`src/rtl/mem_arbiter_if.sv`:
```
// Bus bundle between the fetch/load-store requesters, the arbiter and the shared 4096x24 memory.
// The slave modport is the arbiter's view; the master modport is the requester/memory side.
`ifndef HBIT_ADDR
`define HBIT_ADDR 11
`endif
`ifndef HBIT_DATA
`define HBIT_DATA 23
`endif

interface mem_arbiter_if;
  logic                  iw_a_req;
  logic [`HBIT_ADDR:0]   iw_a_addr;
  logic                  ow_a_gnt;
  logic                  or_a_rvalid;
  logic [`HBIT_DATA:0]   ow_a_rdata;

  logic                  iw_b_req;
  logic                  iw_b_we;
  logic                  iw_b_lock;
  logic [`HBIT_ADDR:0]   iw_b_addr;
  logic [`HBIT_DATA:0]   iw_b_wdata;
  logic                  ow_b_gnt;
  logic                  or_b_rvalid;
  logic [`HBIT_DATA:0]   ow_b_rdata;

  logic                  ow_mem_we;
  logic [`HBIT_ADDR:0]   ow_mem_addr;
  logic [`HBIT_DATA:0]   ow_mem_wdata;
  logic [`HBIT_DATA:0]   iw_mem_rdata;

  modport slave (
    input  iw_a_req, iw_a_addr,
    output ow_a_gnt, or_a_rvalid, ow_a_rdata,
    input  iw_b_req, iw_b_we, iw_b_lock, iw_b_addr, iw_b_wdata,
    output ow_b_gnt, or_b_rvalid, ow_b_rdata,
    output ow_mem_we, ow_mem_addr, ow_mem_wdata,
    input  iw_mem_rdata
  );

  modport master (
    output iw_a_req, iw_a_addr,
    input  ow_a_gnt, or_a_rvalid, ow_a_rdata,
    output iw_b_req, iw_b_we, iw_b_lock, iw_b_addr, iw_b_wdata,
    input  ow_b_gnt, or_b_rvalid, ow_b_rdata,
    input  ow_mem_we, ow_mem_addr, ow_mem_wdata,
    output iw_mem_rdata
  );
endinterface

```
`src/rtl/mem_arbiter.sv`:
```
// Single-port memory arbiter: fetch (A, read-only) vs load/store (B, read/write),
// with bounded starvation of B and a B lock for atomic read-modify-write.
`ifndef HBIT_ADDR
`define HBIT_ADDR 11
`endif
`ifndef HBIT_DATA
`define HBIT_DATA 23
`endif

module mem_arbiter #(
  parameter int unsigned MAX_WAIT = 3
) (
  input  logic           iw_clk,
  input  logic           iw_rst_n,
  mem_arbiter_if.slave   bus
);

  typedef enum logic {
    NORM = 1'b0,
    LOCK = 1'b1
  } state_t;

  localparam logic [3:0] WAIT_LIM = 4'(MAX_WAIT);

  state_t      r_state;
  logic [3:0]  r_b_wait;
  logic        w_a_gnt;
  logic        w_b_gnt;

  // B wins a contested cycle only once it has lost WAIT_LIM in a row; while locked A is shut out.
  always_comb begin
    w_a_gnt = 1'b0;
    w_b_gnt = 1'b0;
    if (r_state == LOCK) begin
      w_b_gnt = bus.iw_b_req;
    end else if (bus.iw_b_req && (!bus.iw_a_req || r_b_wait == WAIT_LIM)) begin
      w_b_gnt = 1'b1;
    end else begin
      w_a_gnt = bus.iw_a_req;
    end
    if (!iw_rst_n) begin
      w_a_gnt = 1'b0;
      w_b_gnt = 1'b0;
    end
  end

  assign bus.ow_a_gnt     = w_a_gnt;
  assign bus.ow_b_gnt     = w_b_gnt;
  assign bus.ow_mem_we    = w_b_gnt & bus.iw_b_we;
  assign bus.ow_mem_addr  = w_b_gnt ? bus.iw_b_addr : bus.iw_a_addr;
  assign bus.ow_mem_wdata = bus.iw_b_wdata;
  assign bus.ow_a_rdata   = bus.iw_mem_rdata;
  assign bus.ow_b_rdata   = bus.iw_mem_rdata;

  // The memory returns data one cycle after the access, so the read tags are simply the delayed grants.
  always_ff @(posedge iw_clk or negedge iw_rst_n) begin
    if (!iw_rst_n) begin
      r_state         <= NORM;
      r_b_wait        <= 4'd0;
      bus.or_a_rvalid <= 1'b0;
      bus.or_b_rvalid <= 1'b0;
    end else begin
      bus.or_a_rvalid <= w_a_gnt;
      bus.or_b_rvalid <= w_b_gnt & ~bus.iw_b_we;

      if (!bus.iw_b_req || w_b_gnt) begin
        r_b_wait <= 4'd0;
      end else if (r_b_wait != WAIT_LIM) begin
        r_b_wait <= r_b_wait + 4'd1;
      end

      case (r_state)
        NORM: if (w_b_gnt && bus.iw_b_lock) r_state <= LOCK;
        LOCK: if (!bus.iw_b_req || !bus.iw_b_lock) r_state <= NORM;
        default: r_state <= NORM;
      endcase
    end
  end

endmodule
```
`src/flat_wrapper.sv`:
```
// flat-port wrapper written by rule: the top's interface ports become plain ports
module mem_arbiter_flat 
#(
  parameter int unsigned MAX_WAIT = 3
)
  (iw_clk, iw_rst_n, bus_iw_a_req, bus_iw_a_addr, bus_ow_a_gnt, bus_or_a_rvalid, bus_ow_a_rdata, bus_iw_b_req, bus_iw_b_we, bus_iw_b_lock, bus_iw_b_addr, bus_iw_b_wdata, bus_ow_b_gnt, bus_or_b_rvalid, bus_ow_b_rdata, bus_ow_mem_we, bus_ow_mem_addr, bus_ow_mem_wdata, bus_iw_mem_rdata);
  mem_arbiter_if bus_i ();
  input  logic iw_clk;
  input  logic iw_rst_n;
  input wire logic [$bits(bus_i.iw_a_req)-1:0] bus_iw_a_req;
  input wire logic [$bits(bus_i.iw_a_addr)-1:0] bus_iw_a_addr;
  output wire logic [$bits(bus_i.ow_a_gnt)-1:0] bus_ow_a_gnt;
  output wire logic [$bits(bus_i.or_a_rvalid)-1:0] bus_or_a_rvalid;
  output wire logic [$bits(bus_i.ow_a_rdata)-1:0] bus_ow_a_rdata;
  input wire logic [$bits(bus_i.iw_b_req)-1:0] bus_iw_b_req;
  input wire logic [$bits(bus_i.iw_b_we)-1:0] bus_iw_b_we;
  input wire logic [$bits(bus_i.iw_b_lock)-1:0] bus_iw_b_lock;
  input wire logic [$bits(bus_i.iw_b_addr)-1:0] bus_iw_b_addr;
  input wire logic [$bits(bus_i.iw_b_wdata)-1:0] bus_iw_b_wdata;
  output wire logic [$bits(bus_i.ow_b_gnt)-1:0] bus_ow_b_gnt;
  output wire logic [$bits(bus_i.or_b_rvalid)-1:0] bus_or_b_rvalid;
  output wire logic [$bits(bus_i.ow_b_rdata)-1:0] bus_ow_b_rdata;
  output wire logic [$bits(bus_i.ow_mem_we)-1:0] bus_ow_mem_we;
  output wire logic [$bits(bus_i.ow_mem_addr)-1:0] bus_ow_mem_addr;
  output wire logic [$bits(bus_i.ow_mem_wdata)-1:0] bus_ow_mem_wdata;
  input wire logic [$bits(bus_i.iw_mem_rdata)-1:0] bus_iw_mem_rdata;
  assign bus_i.iw_a_req = bus_iw_a_req;
  assign bus_i.iw_a_addr = bus_iw_a_addr;
  assign bus_ow_a_gnt = bus_i.ow_a_gnt;
  assign bus_or_a_rvalid = bus_i.or_a_rvalid;
  assign bus_ow_a_rdata = bus_i.ow_a_rdata;
  assign bus_i.iw_b_req = bus_iw_b_req;
  assign bus_i.iw_b_we = bus_iw_b_we;
  assign bus_i.iw_b_lock = bus_iw_b_lock;
  assign bus_i.iw_b_addr = bus_iw_b_addr;
  assign bus_i.iw_b_wdata = bus_iw_b_wdata;
  assign bus_ow_b_gnt = bus_i.ow_b_gnt;
  assign bus_or_b_rvalid = bus_i.or_b_rvalid;
  assign bus_ow_b_rdata = bus_i.ow_b_rdata;
  assign bus_ow_mem_we = bus_i.ow_mem_we;
  assign bus_ow_mem_addr = bus_i.ow_mem_addr;
  assign bus_ow_mem_wdata = bus_i.ow_mem_wdata;
  assign bus_i.iw_mem_rdata = bus_iw_mem_rdata;
  mem_arbiter #(.MAX_WAIT(MAX_WAIT)) u_core (.iw_clk(iw_clk), .iw_rst_n(iw_rst_n), .bus(bus_i));
endmodule
```
`config.mk`:
```
export PLATFORM = sky130hd
export DESIGN_NAME = mem_arbiter_flat
export DESIGN_NICKNAME = d
export VERILOG_FILES = /design/src/rtl/mem_arbiter_if.sv /design/src/rtl/mem_arbiter.sv /design/src/flat_wrapper.sv
export SDC_FILE = /design/constraint.sdc
export NUM_CORES = 1
export LEC_CHECK = 0
export ABC_AREA = 1
export ABC_CLOCK_PERIOD_IN_PS = 1200
export CORE_ASPECT_RATIO = 0.5
export CORE_MARGIN = 2
export CORE_UTILIZATION = 21
export CTS_CLUSTER_DIAMETER = 120
export CTS_CLUSTER_SIZE = 12
export DETAILED_ROUTE_END_ITERATION = 8
export PLACE_DENSITY_LB_ADDON = 0.2
export SLEW_MARGIN = 20
export SYNTH_ARGS = -nofsm -noshare
export SYNTH_HDL_FRONTEND = slang
export SYNTH_SLANG_ARGS = --single-unit
```
`constraint.sdc`:
```
create_clock -name iw_clk -period 1.2 [get_ports iw_clk]
set_input_delay 0.12 -clock iw_clk [delete_from_list [all_inputs] [get_ports iw_clk]]
set_output_delay 0.12 -clock iw_clk [all_outputs]
set_load 0.05 [all_outputs]
```
==> metrics.yaml, run 1 <==
status:
  outcome: "finished with violations"
  violations: "negative setup slack"
critical_path:
  rr_worst_depth: 8
  end_kind: "primary output"
  r2r-end: "u_core.r_state"
  worstSetupPathType: "flop to primary output"
  crit_fanout: 7
  crit_path_end: "bus_ow_mem_addr[6]"
  rr_startpoint: "u_core.r_b_wait[1]"
  r2r_setup_slack_ps: -130
  cp.arrival_ps: 1470
  worstSetupStartpointType: "flop"
  cp-startpoint: "u_core.r_b_wait[1]"
  required_ps: 1080
drt:
  drt-initial-drc-count: 26
  post_drt_via_cell_ratio: 3.90
  dr.pass1.iters: 4
  ant_nets: 0
  via_count: 869
  drt_wl_total_um: 3640
  drc: 0
  wl_per_cell_um: 16.3
timing:
  tightest_slew_ps: 374
  drv_slew: 0
  fin_crit_ps: 1590
  finalHoldViolCount: 0
  finalCritPeriodShare: 1.33
  fin_ws_ps: -394
  fmax_mhz: 627
  setup_viol: 21
  slew_headroom: 0.751
  setup_tns_ps: -6270
  rsz0062_at_grt: "true"
  clock_skew_ps: 4.73
die:
  core-area_mm2: 0.00500
  die_h_um: 55.3
  io_pins: 167
  die-area_mm2: 0.00589
  rows: 18
  die_w_um: 107
  start_util: 0.221
logic_synthesis:
  synth-seq-cells: 7
  synth_adder_area_share: 0.0113
  ys_seq_area_frac: 0.159
  synth.area.mux_share: 0
  netlist_instances: 157
  ys.warnings.count: 0
  synth_compound_area_frac: 0.00453
  synth_area_mm2: 0.00110
  synthXorXnorAreaFrac: 0.0159
  syn_area_per_cell_um2: 7.04
  yosysUniqueCellTypes: 17
  synth_simple_gate_area_frac: 0.259
  synth_fp_nets: 236
  synth_top_family_by_area: "buffers and inverters"
grt:
  grt_first_pass_wirelength_um: 5610
  grt_max_degree: 11
  antenna_found_initial: 0
  grt_overflow_total: 0
  grt_pass1_vias: 867
  grt_use_total: 0.123
placed_design:
  dpl_cell_area_mm2: 0.00153
  portBuffers: 46
  dp.final_hpwl_um: 3010
  globalplace.congestion: 0.684
  dp.cells: 213
flow_run:
  max-cap-violations: 0
clock_tree:
  cts_tree: "done"
  clk_pin_slew_ps: 50
  cts_root_buf: "clkbuf_8"
  htreeDepth: 1
  cts.sinks: 7
  cts_buffers: 3
  clk_path_buf_depth: 2
  worstSkewPairLatency_ps: 230
power:
  ir_drop_uv: 247
  power_mw: 1.34
  power.static_leakage_nw: 0.747
  powerDensity_mw_per_mm2: 783
layout:
  finalNonFillerCells: 223
  drive_gt1_frac: 0.529
  stdcell_area_mm2: 0.00171
  nets: 233
  area_growth_pct: 54.6
  diodes: 0
min_path:
  hold_class: "input port to asynchronous set/reset pin"
==> registers in the layout, indices dropped and copies added, names as in the netlist <==
| name | flops |
|---|---|
| u_core.r_state | 1 |
| u_core.bus.or_b_rvalid | 1 |
| u_core.bus.or_a_rvalid | 1 |
| u_core.r_b_wait | 4 |
==> area by class of cell <==
class | instances | area, um^2
clock buffers | 4 | 45.0
fillers | 528 | 3290
inverters | 9 | 43.8
multi-input cells | 65 | 522
flip-flops and latches | 7 | 175
well taps | 70 | 87.6
repair buffers | 68 | 835
==> metal layers <==
metal  GRT usage  share of wire  up-vias
met4      0.0315         0.0022        0
li1            -              -      413
met2       0.200           0.51       54
met5           0              0        -
met3      0.0756           0.14        2
met1       0.136           0.35      400
==> metrics by stage <==
step / util / hold WS [ps] / setup WS, ps
2_1_floorplan: - / -176 / -130
3_3_place_gp: 0.305 / 240 / -375
3_5_place_dp: 0.305 / 240 / -394
4_1_cts: 0.326 / 188 / -409
5_1_grt: 0.342 / 181 / -477
6_report: 0.342 / 189 / -394
==> Yosys cell counts <==
cell type	n	area (um^2)
clkbuf_2	1	5.00
xor2_1	2	17.5
buf_4	73	548
ha_1	1	12.5
dfrtp_1	7	175
a21oi_1	1	5.00
nand2_4	1	11.3
nand2_1	35	131
nand4_1	12	75.1
nand2_2	1	6.26
inv_1	9	33.8
buf_2	2	10.0
nand3_4	1	17.5
nand3_1	2	10.0
nor2_2	2	12.5
buf_6	1	11.3
nor2_1	6	22.5
==> power breakdown <==
part	total [mW]	switching, mW	leakage (nW)	internal [mW]
Combinational	0.730	0.361	0.630	0.369
Sequential	0.259	0.0106	0.0946	0.248
Clock	0.347	0.116	0.0228	0.231
Total	1.34	0.488	0.747	0.849
==> worst min-delay path by stage <==
stage | start | slack [ps] | endpoint | depth (start not counted)
6_report | iw_rst_n | 190 | u_core.r_state | 2
5_1_grt | iw_rst_n | 180 | u_core.r_state | 2
4_1_cts | iw_rst_n | 190 | u_core.r_state | 2
3_5_place_dp | bus_iw_b_wdata[10] | 240 | bus_ow_mem_wdata[10] | 0
3_3_place_gp | bus_iw_b_wdata[10] | 240 | bus_ow_mem_wdata[10] | 0
2_1_floorplan | iw_rst_n | -180 | u_core.bus.or_a_rvalid | 0
==> cells by family after synthesis <==
family / Yosys count
buffers and inverters: 86
and+or+nand+nor: 60
DFF: 7
xor gates and xnor gates: 2
AOI/OAI and AO/OA: 1
adders and majority gates: 1
==> timing repair <==
action                                  CTS  global route
buffers inserted                          3             2
hold buffers                              0             0
cloned                                    1             0
resized for setup                        10            18
endpoints found under the setup margin   20            22
pin swaps                                 7             8
endpoints found under the hold margin     0             0
==> worst max-delay path: stages (launching register included) <==
cell and delay [ps]:
dfrtp_1 410, ha_4 190, nand2_4 90, nand2_8 70, buf_6 140, nand4_1 120, nand2_4 70, buf_12 150
==> placed cells by master, fill, tap and decap left out, types with 2 or more instances in the layout <==
cell and n:
nand2_4 15, nor2_1 2, nor2_4 2, nor2_2 4
clkbuf_8 3, clkdlybuf4s50_1 28, buf_6 4, nand2_2 9
buf_4 16, dfrtp_1 7, nand2_1 12, xor2_1 2
buf_12 19, clkinvlp_4 2, nand4_1 12, inv_1 6
nand3_4 2
Power figures use the tool's default switching activity.
==> run 2: changes to the inputs <==
Settings changed: PLACE_DENSITY from default to 0.77, PLACE_DENSITY_LB_ADDON 0.2 to default.
==> run 2 against run 1 <==
Clock-buffer cell count stayed put. Worst hold slack better by 51 ps. Setup slack worse by 9.6 ps. Clock skew is 2.1 ps lower. Non-clock buffer count is 3 lower. Maximum frequency is 0.60% lower. The flow still finishes with violations (negative setup slack).
==> metrics.yaml, run 2 (synthesis results as in run 1) <==
clock_tree:
  cts.sinks: 7  # unchanged
  worstSkewPairLatency_ps: 230  # about the same
  cts_root_buf: "clkbuf_8"
  clk_path_buf_depth: 2  # unchanged
  hold_buffers: 0  # unchanged
  cts_buffers: 3  # unchanged
  clk_pin_slew_ps: 40  # about the same
  cts_tree: "done"
  htreeDepth: 1  # unchanged
layout:
  diodes: 0  # unchanged
  top_register: "u_core.r_b_wait"
  drive_gt1_frac: 0.480  # -0.0494
  area_growth_pct: 49.2
  layout.cells.most_common: "clkdlybuf4s50_1"
  fill_cells: 497  # -5.9%
  utilization: 0.330  # -0.0120
  most-common-layout-cells: "clkdlybuf4s50_1 (29), buf_12 (18), buf_4 (17)"
  largest_reg_flops: 4  # unchanged
  nets: 230  # -1.3%
die:
  start_util: 0.221  # unchanged
  die-area_mm2: 0.00589  # unchanged
  io_pins: 167  # unchanged
  core-area_mm2: 0.00500  # unchanged
  rows: 18  # unchanged
  die_h_um: 55.3  # unchanged
  die_w_um: 107  # unchanged
min_path:
  min_from: "bus_iw_b_wdata[21]"
  hold_class: "input port to primary output"
  min_to: "bus_ow_mem_wdata[21]"
  hold_depth: 0
grt:
  antenna_found_initial: 0  # unchanged
  grt_first_pass_wirelength_um: 5190  # -7.5%
  grt_pass1_vias: 882  # +1.7%
  grt_overflow_total: 0  # unchanged
  grt_max_degree: 13  # +2
  grt_use_total: 0.111  # -0.0116
critical_path:
  cp.arrival_ps: 1480  # about the same
  required_ps: 1080  # about the same
  r2r-end: "u_core.bus.or_a_rvalid"
  r2r_setup_slack_ps: -110  # +20 ps
  end_kind: "primary output"
  worstSetupStartpointType: "flop"
  worstSetupPathType: "flop to primary output"
  rr_startpoint: "u_core.r_b_wait[3]"
  rr_worst_depth: 8  # unchanged
  crit_fanout: 6  # -1
drt:
  ant_nets: 0  # unchanged
  via_count: 870  # +0.12%
  dr.pass1.iters: 4  # unchanged
  drc: 0  # unchanged
  wl_per_cell_um: 15.6  # -4.3%
  post_drt_via_cell_ratio: 3.95  # +1.5%
  drt_wl_total_um: 3440  # -5.5%
  drt-initial-drc-count: 26  # unchanged
placed_design:
  dp.final_hpwl_um: 2730  # -9.4%
  portBuffers: 46  # unchanged
  globalplace.congestion: 0.737  # +7.8%
power:
  seq_power_share: 0.198  # +0.004
  swShare: 0.359  # -0.00636
  pwr-share-comb: 0.546  # about the same
  power.static_leakage_nw: 0.723  # -3.2%
  power_mw: 1.31  # -2.0%
  clock_power_share: 0.256  # -0.004
  p_int_mw: 0.840  # -1.0%
  p_sw_mw: 0.470  # -3.7%
  powerDensity_mw_per_mm2: 795  # +1.6%
  ir_drop_uv: 296  # +20%
timing:
  finalCritPeriodShare: 1.34  # +0.00798
  finalHoldViolCount: 0  # unchanged
  setup_viol: 19  # -9.5%
  fin_ws_ps: -403  # -9.57 ps
  drv_slew: 0  # unchanged
  holdWs_ps: 240  # +50.9 ps
  fmax_mhz: 624  # -0.60%
  fin_crit_ps: 1600  # +9.57 ps
  slew_headroom: 0.793  # +0.0425
  clock_skew_ps: 2.64  # -2.08 ps
  tightest_slew_ps: 309  # -64.8 ps
  rsz0062_at_grt: "true"
status:
  violations: "negative setup slack"
  outcome: "finished with violations"
flow_run:
  max-cap-violations: 0  # unchanged
run 2: stage by stage:
stage / worst slack [ps] / instances / setup TNS [ps] / instance area [um^2]
2_1_floorplan: -130 / 157 / -1250 / 1230
3_3_place_gp: -332 / 209 / -4920 / 1480
3_5_place_dp: -369 / 209 / -5290 / 1480
4_1_cts: -425 / 217 / -5800 / 1590
5_1_grt: -461 / 220 / -7190 / 1650
6_report: -403 / 220 / -6060 / 1650
run 2: worst max-delay path by stage:
| stage | end | startpoint | depth (start not counted) | slack (ps) |
|---|---|---|---|---|
| 2_1_floorplan | bus_ow_mem_we | u_core.r_b_wait[0] | 6 | -130 |
| 3_3_place_gp | bus_ow_mem_addr[0] | bus_iw_a_req | 9 | -330 |
| 3_5_place_dp | bus_ow_mem_addr[10] | bus_iw_a_req | 9 | -370 |
| 4_1_cts | bus_ow_mem_addr[10] | u_core.r_b_wait[2] | 7 | -430 |
| 5_1_grt | bus_ow_mem_addr[7] | u_core.r_b_wait[3] | 7 | -460 |
| 6_report | bus_ow_mem_addr[6] | u_core.r_b_wait[3] | 7 | -400 |
run 2: worst max-delay path, cell delays in order (launching register included):
cell,delay (ps)
dfrtp_1,380
nor2_2,160
nand2_4,90
nand2_8,100
clkbuf_16,150
nand4_1,130
nand2_4,110
buf_12,130
run 2: power groups by stage:
stage / combinational (mW) / clock [mW] / sequential [mW]
5_1_grt: 0.750 / 0.346 / 0.260
4_1_cts: 0.684 / 0.334 / 0.259
2_1_floorplan: 0.940 / 0 / 0.272
3_5_place_dp: 0.657 / 0 / 0.262
6_report: 0.716 / 0.336 / 0.259
3_3_place_gp: 0.647 / 0 / 0.261
run 2: layout make-up:
| class | instances | area [um^2] | area share |
|---|---|---|---|
| tap | 70 | 87.6 | 0.0532 |
| clock buffer | 4 | 45.0 | 0.0273 |
| inverter | 9 | 41.3 | 0.0251 |
| sequential | 7 | 175 | 0.106 |
| multi-input combinational | 65 | 495 | 0.301 |
| timing repair buffer | 65 | 803 | 0.487 |
run 2: what timing repair did:
| action | CTS | global route |
|---|---|---|
| cloned | 1 | 1 |
| buffers inserted | 3 | 2 |
| endpoints found under the setup margin | 15 | 20 |
| resized for setup | 6 | 8 |
| hold endpoints to repair | 0 | 0 |
| pin swaps | 9 | 11 |
run 2: metal layers:
| metal | up-vias | GRT usage | routed length, um |
|---|---|---|---|
| li1 | 406 | - | - |
| met1 | 399 | 0.101 | 987 |
| met2 | 61 | 0.192 | 1850 |
| met3 | 4 | 0.0838 | 580 |
| met4 | 0 | 0.0408 | 26 |
| met5 | - | 0 | 0 |
==> run 3: changes to the inputs <==
Settings changed: CTS_BUF_LIST from default to sky130_fd_sc_hd__clkbuf_8.
==> run 3 against run 2 <==
The run still ends with negative setup slack left. Setup slack improved by 0.65 ps. Sequential cell count did not move. Clock power fell by 3%. Die area did not move. Utilization did not move. Sequential share of layout area did not move. First-iteration DRC count did not move. Maximum frequency barely moved. Clock skew barely moved. Cell count did not move. Critical path depth did not move. Largest power group unchanged.
==> metrics.yaml, run 3 (synthesis results as in run 1) <==
clock_tree:
  cts_buffers: 3  # unchanged
  hold_buffers: 0  # unchanged
  cts_root_buf: "clkbuf_8"
  clk_pin_slew_ps: 40  # about the same
  clk_path_buf_depth: 2  # unchanged
  cts_tree: "done"
  worstSkewPairLatency_ps: 230  # about the same
  htreeDepth: 1  # unchanged
  cts.sinks: 7  # unchanged
critical_path:
  required_ps: 1080  # about the same
  crit_fanout: 6  # unchanged
  worst_path_max_delay_cell: "dfrtp_1"
  worstSetupStartpointType: "flop"
  crit_family: "simple AND/OR/NAND/NOR gates"
  critical_path_buf_inv_count: 2  # unchanged
  crit_top_cell: "nand2_4"
  path_cells: "nor2_2 > nand2_4 > nand2_8 > clkbuf_16 > nand4_1 > nand2_4 > buf_12"
  worstSetupPathType: "flop to primary output"
  cp.arrival_ps: 1480  # about the same
  max_stage_delay_ps: 380  # about the same
  r2r_setup_slack_ps: -110  # about the same
  end_kind: "primary output"
drt:
  post_drt_via_cell_ratio: 3.93  # -0.69%
  via_count: 864  # -0.69%
  drt-initial-drc-count: 26  # unchanged
  wl_per_cell_um: 15.7  # about the same
  ant_nets: 0  # unchanged
  drt_wl_total_um: 3440  # about the same
  dr.pass1.iters: 4  # unchanged
  drc: 0  # unchanged
timing:
  fmax_mhz: 624  # about the same
  drv_slew: 0  # unchanged
  finalHoldViolCount: 0  # unchanged
  rsz0062_at_grt: "true"
  fin_ws_ps: -403  # +0.648 ps
  finalCritPeriodShare: 1.34  # about the same
  setup_viol: 19  # unchanged
  slew_headroom: 0.793  # about the same
  setup_tns_ps: -6060  # +8.52 ps
  tightest_slew_ps: 309  # -0.378 ps
  clock_skew_ps: 2.48  # -0.163 ps
  fin_crit_ps: 1600  # -0.648 ps
flow_run:
  max-cap-violations: 0  # unchanged
layout:
  largest_reg_flops: 4  # unchanged
  diodes: 0  # unchanged
  nets: 230  # unchanged
  utilization: 0.330  # unchanged
  layout.cells.most_common: "clkdlybuf4s50_1"
  most-common-layout-cells: "clkdlybuf4s50_1 (29), buf_12 (18), buf_4 (17)"
  top_register: "u_core.r_b_wait"
  area_growth_pct: 49.2  # unchanged
  drive_gt1_frac: 0.480  # unchanged
die:
  start_util: 0.221  # unchanged
  rows: 18  # unchanged
  die_w_um: 107  # unchanged
  core-area_mm2: 0.00500  # unchanged
  die-area_mm2: 0.00589  # unchanged
  io_pins: 167  # unchanged
  die_h_um: 55.3  # unchanged
grt:
  grt_max_degree: 13  # unchanged
  grt_overflow_total: 0  # unchanged
  grt_use_total: 0.111  # unchanged
  antenna_found_initial: 0  # unchanged
  grt_first_pass_wirelength_um: 5190  # unchanged
  grt_pass1_vias: 882  # unchanged
power:
  power.static_leakage_nw: 0.727  # +0.57%
  power_mw: 1.30  # -0.69%
  ir_drop_uv: 296  # about the same
  powerDensity_mw_per_mm2: 789  # -0.69%
placed_design:
  globalplace.congestion: 0.737  # unchanged
  dp.final_hpwl_um: 2730  # unchanged
  portBuffers: 46  # unchanged
status:
  outcome: "finished with violations"
  violations: "negative setup slack"
min_path:
  hold_class: "input port to primary output"
==> run 3: path summary, 6_finish.rpt <==
kind / start / to / cells after the start
max: u_core.r_b_wait[3] / bus_ow_mem_addr[6] / 7
min: bus_iw_b_wdata[21] / bus_ow_mem_wdata[21] / 0
max reg2reg: u_core.r_b_wait[3] / u_core.bus.or_a_rvalid / 8
min reg2reg: u_core.r_state / u_core.r_state / 2
max in group asynchronous: iw_rst_n / u_core.r_b_wait[3] / 3
min in group asynchronous: iw_rst_n / u_core.bus.or_b_rvalid / 2
==> run 3: worst reg2reg max path, cell delays in order, from the launching register on <==
cell,delay (ps)
dfrtp_1,380
nor2_2,160
nand2_4,90
buf_4,150
inv_2,50
nand2_1,50
nand3_2,70
clkinvlp_4,110
buf_4,140
==> run 3: routing by layer <==
metal	vias up	wire length (um)	track usage
li1	404	-	-
met1	398	987	0.101
met2	58	1850	0.192
met3	4	581	0.0838
met4	0	26	0.0408
met5	-	0	0
==> run 3: area by class of cell <==
| class | instances | area (um^2) |
|---|---|---|
| tap | 70 | 87.6 |
| timing repair buffer | 65 | 803 |
| sequential | 7 | 175 |
| multi-input combinational | 65 | 495 |
| clock inverter | 1 | 3.75 |
| fill | 497 | 3350 |
| inverter | 9 | 41.3 |
| clock buffer | 3 | 41.3 |
==> run 3: per-stage QoR <==
stage          instances  cell area, um^2  setup WS [ps]  hold slack (ps)
3_5_place_dp         209             1480           -369              240
2_1_floorplan        157             1230           -130             -176
3_3_place_gp         209             1480           -332              240
6_report             220             1650           -403              240
5_1_grt              220             1650           -461              240
4_1_cts              217             1590           -426              240
==> run 3: repair_timing <==
item	in CTS	in global routing
gates resized for setup	6	8
pin swaps	9	11
endpoints found under the hold margin	0	0
setup buffers	3	2
setup endpoints to repair	15	20
cloned	1	1
==> run 3: power by group <==
group / leakage (nW) / total (mW) / internal [mW] / switching, mW
registers: 0.0946 / 0.259 / 0.249 / 0.0102
logic: 0.606 / 0.715 / 0.362 / 0.354
clock network: 0.0269 / 0.327 / 0.221 / 0.105
==> patch, RTL diff (flow settings as in run 1) <==
Change the macro `HBIT_DATA` from 23 to 46.
--- a/src/rtl/mem_arbiter_if.sv
+++ b/src/rtl/mem_arbiter_if.sv
@@ -6,3 +6,3 @@
 `ifndef HBIT_DATA
-`define HBIT_DATA 23
+`define HBIT_DATA 46
 `endif
Interface: changed (5 resized); port bits go from 167 to 282. No check against the original RTL was run, so the function may have changed too.
==> patch against run 1 <==
Global-route usage is 2.0 points lower; largest cell class unchanged; area after synthesis is 47% higher; hold slack better by 51 ps; the run still ends with negative setup slack left; sequential share of layout area is 0.27 points lower; combinational power is 0.8% lower; non-clock buffer count is 2 lower; sequential cell count stayed put; cell area is 2.7% higher; sequential power hardly changed; setup slack worse by 18 ps; clock skew is 4.1 ps lower; wire length is 27% higher; power is 16% higher.
==> patch: results (changes against run 1) <==
----------------------------------------------------
[Run status]
  Status ... finished, violations left
  Failing checks ... negative setup slack

[Cells and area]
  Number of flip-flops in the largest register ... 4 (unchanged)
  Final #Nets ... 277 (+19%)
  Filler cells ... 796 (+51%)
  Largest register by flop count ... u_core.r_b_wait

[Global route]
  Global-route wire length before repair ... 6610 um (+18%)
  Pin count of the biggest net entering global routing ... 17 (+6)
  Vias in the first global route ... 990 (+14%)
  Overall track demand over capacity in global routing ... 10.3% (-2.0 points)

[Place]
  Buffers on Ports ... 46 (unchanged)
  Post-DP HPWL ... 3840 um (+27%)
  Routability congestion estimate ... 0.762 (+12%)
  Worst setup slack after placement ... -450 ps (-55.6 ps)
  Total instance count after detailed placement ... 239 (+12%)

[Power and ir drop]
  Leakage component of the power ... 0.751 nW (+0.53%)
  Peak ir drop on the vdd network ... 0.000345 V (+40%)
  Cell internal power dissipation ... 1.06 mW (+24%)

[Routing]
  Starting DRT DRC Count ... 14 (-46%)
  Average wire per standard cell ... 18.7 um (+14%)
  Overall via count from detail_route ... 927 (+6.7%)

[Timing]
  Setup skew after layout ... 0.664 ps (-4.06 ps)
  Accumulated negative setup slack ... -5980 ps (+294 ps)
  Worst Hold Slack ... 240 ps (+50.9 ps)
  Tightest Pin Transition ... 269 ps (-105 ps)
  Number of endpoints failing setup at the final stage ... 19 (-9.5%)
  Final WS setup ... -411 ps (-17.8 ps)

[Critical path]
  Cells on worst reg2reg path ... 6 (-2)
  Delay contributed by the slowest stage of the critical path ... 380 ps (-30 ps)
  Register-to-register setup slack ... -70 ps (+60 ps)
  Crit Reg-Reg Endpoint ... u_core.bus.or_b_rvalid$_DFF_PN0_
  Reg-to-reg startpoint ... u_core.r_b_wait[3]$_DFFE_PN0P_
  Critical path data arrival time ... 1490 ps (+20 ps)

[Yosys]
  Syn Inst Count ... 226 (+44%)
  Most numerous cell types in the synthesized netlist ... sky130_fd_sc_hd__buf_4 (142), sky130_fd_sc_hd__nand2_1 (35), sky130_fd_sc_hd__nand4_1 (12), sky130_fd_sc_hd__inv_1 (9), sky130_fd_sc_hd__dfrtp_1 (7)
  Post-synthesis net count ... 351 (+49%)
  Synth top area cells ... sky130_fd_sc_hd__buf_4 (66%), sky130_fd_sc_hd__dfrtp_1 (11%), sky130_fd_sc_hd__nand2_1 (8.1%), sky130_fd_sc_hd__nand4_1 (4.6%), sky130_fd_sc_hd__inv_1 (2.1%)

[Worst hold path]
  Worst min-delay path class ... input port to output pin

[Clocking]
  Root buffer cell ... sky130_fd_sc_hd__clkbuf_16
  Deepest level of the CTS H-tree ... 1 (unchanged)

----------------------------------------------------
-- patch: cell count changes in the layout (fill, tap and decap cells not counted), sizes merged --
cell           change
buf                -2
clkdlybuf4s50      +1
dlygate4sd2        -1
-- patch: timing repair --
item | in CTS | in global routing
gates resized for setup | 14 | 7
gates cloned | 1 | 0
pin swaps | 8 | 6
setup endpoints to repair | 18 | 21
endpoints found under the hold margin | 0 | 0
setup buffers | 2 | 1
-- patch: layer usage --
| metal | GRT usage, % | vias up | share of wire, % |
|---|---|---|---|
| met5 | 0 | - | 0 |
| met4 | 2.34 | 0 | 0.35 |
| met3 | 10.1 | 6 | 19 |
| met2 | 15.7 | 124 | 47 |
| met1 | 10.0 | 389 | 33 |
| li1 | - | 408 | - |
-- patch: layout make-up --
cell class / instances / area share [%]
clock buffers: 4 / 4.49
well taps: 96 / 6.85
inverters: 9 / 2.35
repair buffers: 66 / 46.6
flip-flops and latches: 7 / 9.99
multi-input cells: 65 / 29.7
-- patch: worst max-delay path, delay by kind of cell (launching register included) --
kind                   cells  cell delay (ps)
AND/OR/NAND/NOR            6              740
flip-flops                 1              380
buffers and inverters      1              140
-- patch: logic make-up (layout without fill, tap and decap cells) --
family	after synthesis	count (layout)	share of synthesized area [%]
xor+xnor	2	2	1.08
compound gates	1	1	0.308
flops	7	7	10.8
buf+inv	155	79	69.4
fa+ha+maj	1	1	0.771
simple gates	60	61	17.7
-- patch: how the worst max path moves through the flow --
stage	endpoint	from	slack, ps	cells past startpoint
floorplan	bus_ow_mem_we	u_core.r_b_wait[0]$_DFFE_PN0P_	-130	6
global placement	bus_ow_mem_addr[5]	bus_iw_a_req	-400	8
detailed placement	bus_ow_mem_addr[0]	bus_iw_a_req	-450	8
CTS	bus_ow_mem_addr[8]	u_core.r_b_wait[2]$_DFFE_PN0P_	-420	7
global route	bus_ow_mem_addr[8]	u_core.r_b_wait[3]$_DFFE_PN0P_	-480	7
finish	bus_ow_mem_addr[6]	u_core.r_b_wait[3]$_DFFE_PN0P_	-410	7
-- patch: power by group through the flow --
| stage | Clock [mW] | Combinational, mW | Sequential [mW] |
|---|---|---|---|
| floorplan | 0 | 1.56 | 0.272 |
| global placement | 0 | 0.686 | 0.262 |
| detailed placement | 0 | 0.687 | 0.262 |
| CTS | 0.577 | 0.724 | 0.259 |
| global route | 0.591 | 0.766 | 0.260 |
| finish | 0.563 | 0.724 | 0.259 |
-- patch: through the flow --
step	area, sq um	power [mW]
6_report	1750	1.55
5_1_grt	1750	1.62
4_1_cts	1720	1.56
3_5_place_dp	1570	0.949
3_3_place_gp	1570	0.948
2_1_floorplan	1750	1.83
